===== src/rtl/cpu_pkg.sv =====
// Shared CPU decode definitions: destination-mode encodings and default
// geometry of the write-back destination scoreboard.
package cpu_pkg;

    typedef enum logic [1:0] {
        DST_LINK = 2'b00,
        DST_RT   = 2'b01,
        DST_RD   = 2'b10,
        DST_NONE = 2'b11
    } dst_mode_e;

    localparam int unsigned DEFAULT_N        = 3;
    localparam int unsigned DEFAULT_LINK_REG = 7;
    localparam int unsigned DEFAULT_LAT      = 3;

endpackage


===== src/rtl/wb_delay_line.sv =====
// LAT-stage valid+address shift register carrying accepted destinations to
// the register-file write port; stage LAT-1 is the registered output.
module wb_delay_line
    import cpu_pkg::*;
#(
    parameter int unsigned N   = DEFAULT_N,
    parameter int unsigned LAT = DEFAULT_LAT
) (
    input  logic         clk,
    input  logic         rst,
    input  logic         flush,
    input  logic         in_valid,
    input  logic [N-1:0] in_addr,
    output logic         out_valid,
    output logic [N-1:0] out_addr
);

    logic         valid_q [LAT];
    logic         valid_d [LAT];
    logic [N-1:0] addr_q  [LAT];
    logic [N-1:0] addr_d  [LAT];

    always_comb begin
        // NOTE: every comb output gets a value on every path, so no latch is inferred.
        valid_d[0] = in_valid & ~flush;
        addr_d[0]  = in_addr;
        for (int i = 1; i < LAT; i++) begin
            valid_d[i] = valid_q[i-1] & ~flush;
            addr_d[i]  = addr_q[i-1];
        end
    end

    always_ff @(posedge clk) begin
        if (rst) begin
            // NOTE: addresses are reset as well as valids so wb_addr reads 0 out of reset.
            for (int i = 0; i < LAT; i++) begin
                valid_q[i] <= 1'b0;
                addr_q[i]  <= '0;
            end
        end else begin
            // NOTE: non-blocking updates let every stage sample its neighbour's old value.
            for (int i = 0; i < LAT; i++) begin
                valid_q[i] <= valid_d[i];
                addr_q[i]  <= addr_d[i];
            end
        end
    end

    assign out_valid = valid_q[LAT-1];
    assign out_addr  = addr_q[LAT-1];

endmodule


===== src/rtl/wb_dest_scoreboard.sv =====
// Destination select, busy scoreboard and RAW/WAW issue stall between decode
// and the register-file write port.
module wb_dest_scoreboard
    import cpu_pkg::*;
#(
    parameter int unsigned N        = DEFAULT_N,
    parameter int unsigned LINK_REG = DEFAULT_LINK_REG,
    parameter int unsigned LAT      = DEFAULT_LAT
) (
    input  logic              clk,
    input  logic              rst,
    input  logic              flush,
    input  logic              issue_valid,
    input  logic [1:0]        M2,
    input  logic [N-1:0]      rt,
    input  logic [N-1:0]      rd,
    input  logic [N-1:0]      src_a,
    input  logic [N-1:0]      src_b,
    input  logic              src_a_used,
    input  logic              src_b_used,
    output logic              issue_stall,
    output logic [N-1:0]      Reg_write_ad,
    output logic              wb_valid,
    output logic [N-1:0]      wb_addr,
    output logic [2**N-1:0]   busy_vec,
    output logic [3:0]        inflight
);

    localparam int unsigned NREG = 2**N;

    logic            has_dest;
    logic            hazard;
    logic            accept;
    logic            accept_dest;
    logic [NREG-1:0] eff_busy;
    logic [NREG-1:0] dest_onehot;
    logic [NREG-1:0] busy_vec_q, busy_vec_d;
    logic [3:0]      inflight_q, inflight_d;

    always_comb begin
        Reg_write_ad = '0;
        case (M2)
            DST_LINK: Reg_write_ad = N'(LINK_REG);
            DST_RT:   Reg_write_ad = rt;
            DST_RD:   Reg_write_ad = rd;
            default:  Reg_write_ad = '0;
        endcase
    end

    assign has_dest = (M2 != DST_NONE);

    // A register retiring this cycle is written now, so it no longer blocks issue.
    always_comb begin
        eff_busy = busy_vec_q;
        if (wb_valid) begin
            eff_busy[wb_addr] = 1'b0;
        end
        hazard = (src_a_used & eff_busy[src_a])
               | (src_b_used & eff_busy[src_b])
               | (has_dest   & eff_busy[Reg_write_ad]);
    end

    assign issue_stall = issue_valid & ~flush & hazard;
    assign accept      = issue_valid & ~flush & ~hazard;
    assign accept_dest = accept & has_dest;

    always_comb begin
        dest_onehot = '0;
        if (accept_dest) begin
            dest_onehot[Reg_write_ad] = 1'b1;
        end
        busy_vec_d = eff_busy | dest_onehot;
        inflight_d = inflight_q + 4'(accept_dest) - 4'(wb_valid);
        if (flush) begin
            busy_vec_d = '0;
            inflight_d = '0;
        end
    end

    always_ff @(posedge clk) begin
        if (rst) begin
            busy_vec_q <= '0;
            inflight_q <= '0;
        end else begin
            busy_vec_q <= busy_vec_d;
            inflight_q <= inflight_d;
        end
    end

    wb_delay_line #(
        .N   (N),
        .LAT (LAT)
    ) u_delay_line (
        .clk       (clk),
        .rst       (rst),
        .flush     (flush),
        .in_valid  (accept_dest),
        .in_addr   (Reg_write_ad),
        .out_valid (wb_valid),
        .out_addr  (wb_addr)
    );

    assign busy_vec = busy_vec_q;
    assign inflight = inflight_q;

endmodule

===== config.mk =====
export PLATFORM = sky130hd
export DESIGN_NAME = wb_dest_scoreboard
export DESIGN_NICKNAME = d
export VERILOG_FILES = /design/src/rtl/cpu_pkg.sv /design/src/rtl/wb_delay_line.sv /design/src/rtl/wb_dest_scoreboard.sv
export SDC_FILE = /design/constraint.sdc
export NUM_CORES = 1
export LEC_CHECK = 0
export CAP_MARGIN = 20
export CORE_MARGIN = 8
export CORE_UTILIZATION = 30
export CTS_CLUSTER_SIZE = 12
export DETAILED_ROUTE_END_ITERATION = 7
export GPL_TIMING_DRIVEN = 0
export PLACE_DENSITY = 0.57
export SLEW_MARGIN = 20
export SYNTH_ARGS = -nofsm -noshare
export SYNTH_HDL_FRONTEND = slang
export SYNTH_SLANG_ARGS = --single-unit

===== constraint.sdc =====
create_clock -name clk -period 4.7 [get_ports clk]
set_input_delay 0.705 -clock clk [delete_from_list [all_inputs] [get_ports clk]]
set_output_delay 0.705 -clock clk [all_outputs]
set_load 0.005 [all_outputs]

==> metrics.md, run 1 <==
| Metric | Value |
|---|---|
| Final Total Pwr | `0.476 mW` |
| Initial antenna violation count | `0` |
| Max-slew violations | `0` |
| FP Rows | `25` |
| H-tree Lvls | `1` |
| Syn Inst Count | `161` |
| Final wirelength | `3640 um` |
| Vias in the first global route | `1267` |
| Seq cells post-synth | `24` |
| Mapped Nets | `186` |
| Minimum clock period | `3.81 ns` |
| # IOs | `40` |
| Clk_skew | `0.00428 ns` |
| Die area | `7240 um2` |
| Final setup fails | `0` |
| First-iteration detailed-routing DRC count | `48` |
| Sequential cell area fraction in the yosys report | `33.6%` |
| PostCTS Resize Cnt | `0` |
| Most common cell after layout, fill and taps aside | `clkdlybuf4s50_1` |
| CTS tree | `yes` |
| Vias | `1296` |
| Syn_area_per_cell | `8.89 um2` |
| DP Wirelength | `2950 um` |
| Ant. Diodes | `0` |
| Synth-to-Final Area Change | `35.6%` |
| P_leak | `0.679 nW` |
| Core area | `4660 um2` |
| Worst min path class | `flip-flop to flip-flop` |
| Commonest non-fill, non-tap cells in the layout | `clkdlybuf4s50_1 (37), dfxtp_1 (24), nand2_1 (11), nand3_1 (11), nor2_1 (11)` |
| Tightest Pin Transition | `0.526 ns` |
| First-pass GRT wire length | `5980 um` |
| Worst path max stage delay | `0.61 ns` |
| Worst ir drop on vdd | `0.000113 V` |
| Wire per inst | `14.2 um` |
| Final Worst Setup Slack | `0.892 ns` |
| Number of distinct library cells after synthesis | `44` |
| Final period util | `81.0%` |
| TritonCTS Buffers | `3` |
| Post-DP Area | `1870 um2` |
| Largest net degree at the start of global routing | `15` |
| Clock sinks | `24` |
| CP arrival | `3.10 ns` |
| Setup tns final | `0 ns` |
| WHS | `0.437 ns` |
| Fin nets | `228` |
| Worst path bufs/invs | `5` |
| Drt pass-1 iters | `4` |
| RD Place Congestion | `0.790` |
| Endpoint type of the worst setup path | `output pin` |
| Max_slew headroom | `65.0%` |
| Max Clk Rate | `263 MHz` |
| Synth Cell Area | `1430 um2` |
| Final hold violation count | `0` |
| Dpl ws | `0.895 ns` |
| Async set-reset flop share out of synthesis | `0%` |
| # DRC | `0` |
| Die X | `85.1 um` |
| RSZ-0062 raised after global routing | `no` |
| PD cells | `246 nW/um2` |
| Total Routing Usage GR | `9.94%` |
| Synth warnings | `0` |
| Reg clk slew, reported paths | `0.09 ns` |
| Proportion of layout cells with a drive suffix above 1 | `13.9%` |
| Post-CTS Setup Bufs | `0` |
| Critical-path cell list | `clkdlybuf4s50_1 > inv_2 > o21ai_4 > inv_2 > o2111ai_1 > o211ai_1 > o211ai_2 > buf_6 > nor2b_4 > clkdlybuf4s50_1` |
| Critical path class | `primary input to output pin` |
| Post-route antenna net violation count | `0` |
| GR Overflow Total | `0` |
| CTS Buffer Depth | `2` |
| Final cell count without fillers | `256` |
| Final Util | `41.6%` |
| Required time worst endpoint | `3.99 ns` |
| Number of synthesized flops with an enable pin | `0` |
| Initial Utilization | `30.7%` |
| CTS Root Cell | `clkbuf_8` |
| Top Family by Delay on Critical Path | `buffers and inverters` |
| I/O Buffers | `37` |
| Worst-Skew Late Latency | `0.27 ns` |
| Final Cell Area | `1940 um2` |
| Ys flop type | `dfxtp_1` |
| Die Span Y | `85.1 um` |
| Dpl cells | `252` |
| Worst setup SP type | `primary input` |
| Outcome | `completed` |
| Cts hold-fix bufs | `0` |
| Worst-path fanout max | `10` |
| Max-cap check violation count | `0` |
| Vias per cell | `5.06` |
| Slowest CP cell | `clkdlybuf4s50_1` |
==> path summary, 6_finish.rpt <==
check / cells after the start / slack, ns / to / from
setup / recovery: 10 / 0.89 / issue_stall / M2[0]
hold / removal: 1 / 0.44 / u_delay_line.addr_q[0][3] / u_delay_line.addr_q[0][0]
setup reg to reg: 13 / 1.70 / inflight[2] / u_delay_line.valid_q[0][2]
hold reg to reg: 1 / 0.44 / u_delay_line.addr_q[0][3] / u_delay_line.addr_q[0][0]
==> logic make-up after synthesis <==
family | synth area share [%]
adder cells (fa/ha/maj) | 4.90
AO/OA/AOI/OAI | 22.1
AND/OR/NAND/NOR | 29.7
buffers and inverters | 7.17
XOR/XNOR | 1.84
multiplexers | 0.699
flip-flops | 33.6
==> worst reg2reg max path: stages, from the launching register on <==
cell and delay, ns:
dfxtp_1 0.52, nor4bb_2 0.46, o221ai_1 0.14, nor2b_1 0.15, o2111ai_2 0.21, o211ai_2 0.13
nand2b_1 0.16, ha_1 0.28, inv_1 0.06, ha_1 0.15, inv_1 0.05, fa_1 0.37
xor2_1 0.15, nor2_1 0.05
==> layer usage <==
metal / track usage [%] / routed length, um / vias up
met5: 0 / 0 / -
met4: 3.88 / 67 / 0
met3: 2.80 / 250 / 6
met2: 15.1 / 1540 / 38
met1: 12.9 / 1780 / 595
li1: - / - / 657
==> layout make-up <==
| class | instances | area (um2) |
|---|---|---|
| fill | 472 | 2720 |
| inverter | 14 | 52.6 |
| clock buffer | 3 | 41.3 |
| timing repair buffer | 37 | 370 |
| sequential | 24 | 480 |
| multi-input combinational | 115 | 848 |
| clock inverter | 1 | 30.0 |
| tap | 54 | 67.6 |
| buffer | 8 | 50.0 |
==> sequential cells by signal, indices dropped and copies added (netlist names) <==
signal and flops:
busy_vec 8, inflight 4, u_delay_line.valid_q 3, u_delay_line.addr_q 9
==> synth_stat cells (all sizes together) (5+ instances only) <==
| cell type | count | area (um2) |
|---|---|---|
| nor2b | 12 | 85.1 |
| nand2b | 10 | 62.6 |
| nand3 | 11 | 55.1 |
| buf | 5 | 38.8 |
| o22ai | 8 | 62.6 |
| nand2 | 11 | 41.3 |
| nor2 | 11 | 41.3 |
| inv | 14 | 52.6 |
| dfxtp | 24 | 480 |
| o2111ai | 9 | 85.1 |
==> where the power goes <==
part / internal [mW] / total (mW) / switching, mW
clock network: 0.114 / 0.179 / 0.0654
logic: 0.0455 / 0.0857 / 0.0402
registers: 0.208 / 0.212 / 0.00332
Power figures use the tool's default switching activity.
==> run 2: changes to the inputs <==
==> constraint.sdc (replaced) <==
create_clock -name clk -period 3.7 [get_ports clk]
set_input_delay 0.555 -clock clk [delete_from_list [all_inputs] [get_ports clk]]
set_output_delay 0.555 -clock clk [all_outputs]
set_load 0.005 [all_outputs]
==> results of run 2 <==
Same layout as run 1 (identical final DEF). Status: completed.
Main changes from that run: setup slack after placement 0.895 ns -> 0.181 ns; setup slack after layout 0.892 ns -> 0.192 ns; register-to-register setup slack 1.70 ns -> 0.70 ns; total power 0.476 mW -> 0.605 mW; worst IR drop on VDD 0.000113 V -> 0.000144 V
==> run 3: changes to the inputs <==
--- a/config.mk
+++ b/config.mk
@@ -5,14 +5,12 @@
 export SDC_FILE = /design/constraint.sdc
 export NUM_CORES = 1
 export LEC_CHECK = 0
-export CAP_MARGIN = 20
 export CORE_MARGIN = 8
 export CORE_UTILIZATION = 30
 export CTS_CLUSTER_SIZE = 12
 export DETAILED_ROUTE_END_ITERATION = 7
 export GPL_TIMING_DRIVEN = 0
 export PLACE_DENSITY = 0.57
-export SLEW_MARGIN = 20
 export SYNTH_ARGS = -nofsm -noshare
 export SYNTH_HDL_FRONTEND = slang
 export SYNTH_SLANG_ARGS = --single-unit
==> results of run 3 <==
Same layout as run 1 (identical final DEF). Status: completed.
Main changes from that run: setup slack after placement 0.895 ns -> 0.181 ns; setup slack after layout 0.892 ns -> 0.192 ns; register-to-register setup slack 1.70 ns -> 0.70 ns; total power 0.476 mW -> 0.605 mW; worst IR drop on VDD 0.000113 V -> 0.000144 V
